===== src/rtl/decoder_pkg.sv =====
// Shared types and helpers for the registered 2-to-4 decoder with hold timer.
// Holds the FSM state encoding, the code/output widths and the one-hot decode function.
package decoder_pkg;

  localparam int CODE_W = 2;
  localparam int OUT_W  = 4;

  typedef enum logic {
    IDLE = 1'b0,
    HOLD = 1'b1
  } state_t;

  // Bit i of the result corresponds to code i. An unknown code yields all-zero,
  // which keeps the one-hot guarantee even if a bad code slips through.
  function automatic logic [OUT_W-1:0] decode_onehot(input logic [CODE_W-1:0] code);
    logic [OUT_W-1:0] word;
    word = '0;
    case (code)
      2'd0:    word = 4'b0001;
      2'd1:    word = 4'b0010;
      2'd2:    word = 4'b0100;
      2'd3:    word = 4'b1000;
      default: word = '0;
    endcase
    return word;
  endfunction

endpackage


===== src/rtl/hold_counter.sv =====
// Loadable down-counter with a zero flag; load takes priority over decrement.
// Used by decoder2_4_hold to time how long a decoded word stays asserted.
module hold_counter #(
  parameter int W = 3
) (
  input  logic         clk,
  input  logic         rst_n,
  input  logic         load,
  input  logic [W-1:0] load_val,
  input  logic         dec,
  output logic [W-1:0] count,
  output logic         zero
);

  logic [W-1:0] count_q;

  // NOTE: sequential state uses non-blocking assignments so every register
  // samples the values from before the edge, independent of block order.
  always_ff @(posedge clk or negedge rst_n) begin
    if (!rst_n) begin
      count_q <= '0;
    end else if (load) begin
      count_q <= load_val;
    end else if (dec && (count_q != '0)) begin
      count_q <= count_q - 1'b1;
    end
  end

  assign count = count_q;
  assign zero  = (count_q == '0);

endmodule


===== src/rtl/decoder2_4_hold.sv =====
// Registered 2-to-4 decoder: a valid code produces a one-hot word held for
// HOLD_CYCLES cycles, retriggerable, with a one-cycle done pulse on expiry.
module decoder2_4_hold
  import decoder_pkg::*;
#(
  parameter int HOLD_CYCLES = 4
) (
  input  logic              clk,
  input  logic              rst_n,
  input  logic              decoder_valid,
  input  logic [CODE_W-1:0] decoder_in,
  output logic [OUT_W-1:0]  decoder_out,
  output logic              decoder_busy,
  output logic              decoder_done
);

  localparam int             CNT_W    = $clog2(HOLD_CYCLES + 1);
  localparam logic [CNT_W-1:0] LOAD_VAL = CNT_W'(HOLD_CYCLES - 1);

  state_t             state_q, state_d;
  logic [OUT_W-1:0]   out_q, out_d;
  logic               done_q, done_d;
  logic               cnt_load, cnt_dec, cnt_zero;
  logic [CNT_W-1:0]   cnt_value;

  hold_counter #(.W(CNT_W)) u_hold_counter (
    .clk      (clk),
    .rst_n    (rst_n),
    .load     (cnt_load),
    .load_val (LOAD_VAL),
    .dec      (cnt_dec),
    .count    (cnt_value),
    .zero     (cnt_zero)
  );

  // NOTE: every signal driven here gets a default first, so no path through
  // the case can leave one unassigned and infer a latch.
  always_comb begin
    state_d  = state_q;
    out_d    = out_q;
    done_d   = 1'b0;
    cnt_load = 1'b0;
    cnt_dec  = 1'b0;
    case (state_q)
      IDLE: begin
        out_d = '0;
        if (decoder_valid) begin
          out_d    = decode_onehot(decoder_in);
          cnt_load = 1'b1;
          state_d  = HOLD;
        end
      end
      HOLD: begin
        // decoder_in is only looked at under decoder_valid, so X/Z on an idle
        // bus never reaches out_q.
        if (decoder_valid) begin
          out_d    = decode_onehot(decoder_in);
          cnt_load = 1'b1;
        end else if (cnt_zero) begin
          out_d   = '0;
          done_d  = 1'b1;
          state_d = IDLE;
        end else begin
          cnt_dec = 1'b1;
        end
      end
      default: begin
        out_d   = '0;
        state_d = IDLE;
      end
    endcase
  end

  always_ff @(posedge clk or negedge rst_n) begin
    if (!rst_n) begin
      state_q <= IDLE;
      out_q   <= '0;
      done_q  <= 1'b0;
    end else begin
      state_q <= state_d;
      out_q   <= out_d;
      done_q  <= done_d;
    end
  end

  assign decoder_out  = out_q;
  assign decoder_busy = (state_q == HOLD);
  assign decoder_done = done_q;

endmodule


===== config.mk =====
export PLATFORM = sky130hd
export DESIGN_NAME = decoder2_4_hold
export DESIGN_NICKNAME = d
export VERILOG_FILES = /design/src/rtl/decoder_pkg.sv /design/src/rtl/hold_counter.sv /design/src/rtl/decoder2_4_hold.sv
export SDC_FILE = /design/constraint.sdc
export NUM_CORES = 1
export LEC_CHECK = 0
export ABC_CLOCK_PERIOD_IN_PS = 2200
export BUFFER_PORTS_ARGS = -buffer_cell sky130_fd_sc_hd__buf_4
export CAP_MARGIN = 10
export CORE_AREA = 10 10 47 49
export DETAILED_ROUTE_END_ITERATION = 10
export DIE_AREA = 0 0 57 59
export GPL_ROUTABILITY_DRIVEN = 0
export GPL_TIMING_DRIVEN = 0
export SETUP_SLACK_MARGIN = 0.2
export SLEW_MARGIN = 10
export SYNTH_ARGS = -nofsm -noshare
export SYNTH_HDL_FRONTEND = slang
export SYNTH_HIERARCHICAL = 1
export SYNTH_SLANG_ARGS = --single-unit

===== constraint.sdc =====
create_clock -name clk -period 2.2 [get_ports clk]
set_input_delay 0.22 -clock clk [delete_from_list [all_inputs] [get_ports clk]]
set_output_delay 0.22 -clock clk [all_outputs]
set_load 0.01 [all_outputs]

==> flow_summary_export.csv <==
group,metric,value,unit
synthesis,synth_seq_cells,9,
die,start_util,33.0,%
die,rows,14,
die,die_y,59,µm
drt,wl,906,µm
synthesis,netlist_instances,43,
timing,slew_violations,0,
drt,drtIter0Drc,4,
die,core,0.00140,mm²
synthesis,synth.yosys.seq_area_share,48.6,%
setup_path,cp.required,2.34,ns
power_and_ir_drop,powerDensity,768,mW/mm²
synthesis,netlist_area,463,µm²
setup_path,cp.arrival,1.95,ns
synthesis,yosys.area_share.simple,20.3,%
drt,route.detailed.drc,0,
power_and_ir_drop,power,454,µW
synthesis,syn_area_per_cell,10.8,µm²
cells_and_area,fin_cells,74,
cells_and_area,fillCellCount,146,
synthesis,synth_top_family_by_area,"simple AND/OR/NAND/NOR gates",
cts,clock_path_buffers,2,
synthesis,synth_top_area_share,48.6,%
setup_path,cp_max_fo,7,
cts,ctsHtreeMaxLevel,1,
synthesis,yosys.area_share.xor_xnor,0,%
cells_and_area,layout_common_cells,"9 x dfrtp_1, 9 x buf_4, 8 x inv_1, 4 x nand2b_1, 4 x o32ai_1",
global_routing,grt_pass1_wl,1540,µm
worst_hold_path,hp-class,"primary input to flop",
cts,cts_resized,0,
cells_and_area,num_antenna_cells,0,
cts,cts_sinks,9,
cts,cts_tree,"built",
cts,cts_hold_buf,1,
global_routing,grt_max_degree,10,
setup_path,crit_type,"flop to flop",
synthesis,synth_area_leaders,"dfrtp_1 49%, o32ai_1 7.6%, a221o_1 6.5%, inv_1 6.5%, nor4b_1 5.7%",
timing,max_freq,551,MHz
timing,rsz0062_at_grt,"no",
power_and_ir_drop,ir_worst_vdd,0.320,mV
setup_path,critical_path.endpoint_type,"flop",
place,dp_slack,0.423,ns
timing,finClkSkew,0.00605,ns
synthesis,synth.area.mux_share,0,%
power_and_ir_drop,cellLeakagePower,0.286,nW
place,place_inst,69,
synthesis,synth_area_leader_cell,"dfrtp_1",
global_routing,antenna_found_initial,0,
drt,vias,342,
cells_and_area,drive_above_1_share,25.9,%
cells_and_area,fin_util,42.1,%
place,dpl_cell_area,554,µm²
place,dp_hpwl,674,µm
cts,cts_buffers,3,
cts,post_cts_buffers,0,
drt,via_per_inst,4.62,
cells_and_area,area_growth,27.6,%
run_status,status,"complete, no violations",
synthesis,synthAdderAreaFrac,5.41,%
drt,firstDrtPassIters,3,
synthesis,synth_cell_types,15,
drt,wire_per_inst,12.2,µm
synthesis,yosysWarningCount,6,
cells_and_area,design_area,591,µm²
global_routing,grt_pass1_vias,347,
global_routing,grt-ovfl-total,0,
setup_path,cp-start-kind,"flop",
timing,hold_ws,0.152,ns
timing,period_minus_slack,1.81,ns
die,io_pins,11,
timing,fin_ws,0.386,ns
synthesis,synth-compound-area-share,14.1,%
cts,clk_latency,0.26,ns
cts,path_clk_slew,0.06,ns
run,drv_cap,0,
global_routing,grt_util_all_layers,5.83,%
die,die_x,57,µm
die,dieArea,0.00336,mm²
drt,detail-route-antenna-nets,0,
timing,hold_viol_final,0,
cts,ctsRootBufferMaster,"clkbuf_4",
place,portBuffers,9,
timing,fin_crit_sh,82.4,%
timing,setup_viol,0,
cells_and_area,fin_nets,66,
timing,fin_setup_tns,0,ns
## worst max-delay path: stages, from the launching register on
cell	delay [ns]
dfrtp_1	0.36
inv_1	0.05
ha_1	0.19
ha_1	0.25
nor3b_1	0.36
nand2b_1	0.16
a221o_1	0.32
## logic make-up (layout without fill, tap and decap cells)
kind of cell               Yosys count  count (layout)
and+or+nand+nor                     13              13
buffers and inverters               10              24
other                                2               3
DFF                                  9               9
adders and majority gates            2               2
AOI/OAI and AO/OA                    7               7
## Yosys cell counts
cell / n
a221o_1: 3
and2b_4: 1
and3b_1: 1
buf_2: 1
buf_6: 1
conb_1: 2
dfrtp_1: 9
ha_1: 2
inv_1: 8
nand2_1: 1
nand2b_1: 4
nor2b_1: 2
nor3b_1: 1
nor4b_1: 3
o32ai_1: 4
## worst paths after layout
check                                   startpoint                       to  slack (ns)  cells past startpoint
max                        u_hold_counter/count[0]  u_hold_counter/count[0]        0.39                      6
min                                  decoder_in[0]           decoder_out[0]        0.15                      2
max reg2reg                u_hold_counter/count[0]  u_hold_counter/count[0]        0.39                      6
min reg2reg                         decoder_out[0]           decoder_out[0]        0.55                      2
max in group asynchronous                    rst_n  u_hold_counter/count[1]        1.74                      2
min in group asynchronous                    rst_n  u_hold_counter/count[2]        0.32                      2
## report_power, final
group / switching, mW / internal, mW / total [mW]
Sequential: 0.0127 / 0.189 / 0.201
Combinational: 0.0607 / 0.0636 / 0.124
Clock: 0.0581 / 0.0699 / 0.128
## routing by layer
layer | global-route usage [%] | vias up | part of all wire (%)
met4 | 3.02 | 0 | 0.88
li1 | - | 177 | -
met3 | 4.08 | 2 | 7.7
met5 | 0 | - | 0
met1 | 6.78 | 152 | 52
met2 | 7.75 | 11 | 39
## layout make-up
cell class	count	area [µm²]	area share, %
plain buffers	2	16.3	2.75
inverters	8	30.0	5.08
flip-flops and latches	9	225	38.1
repair buffers	10	77.6	13.1
well taps	16	20.0	3.39
clock buffers	4	26.3	4.45
multi-input cells	25	195	33.1
## state kept, by name (all words and copies together), names as in the netlist
register / flops
decoder_busy: 1
decoder_done: 1
u_hold_counter/count: 3
decoder_out: 4
(Power assumes the default switching activity.)
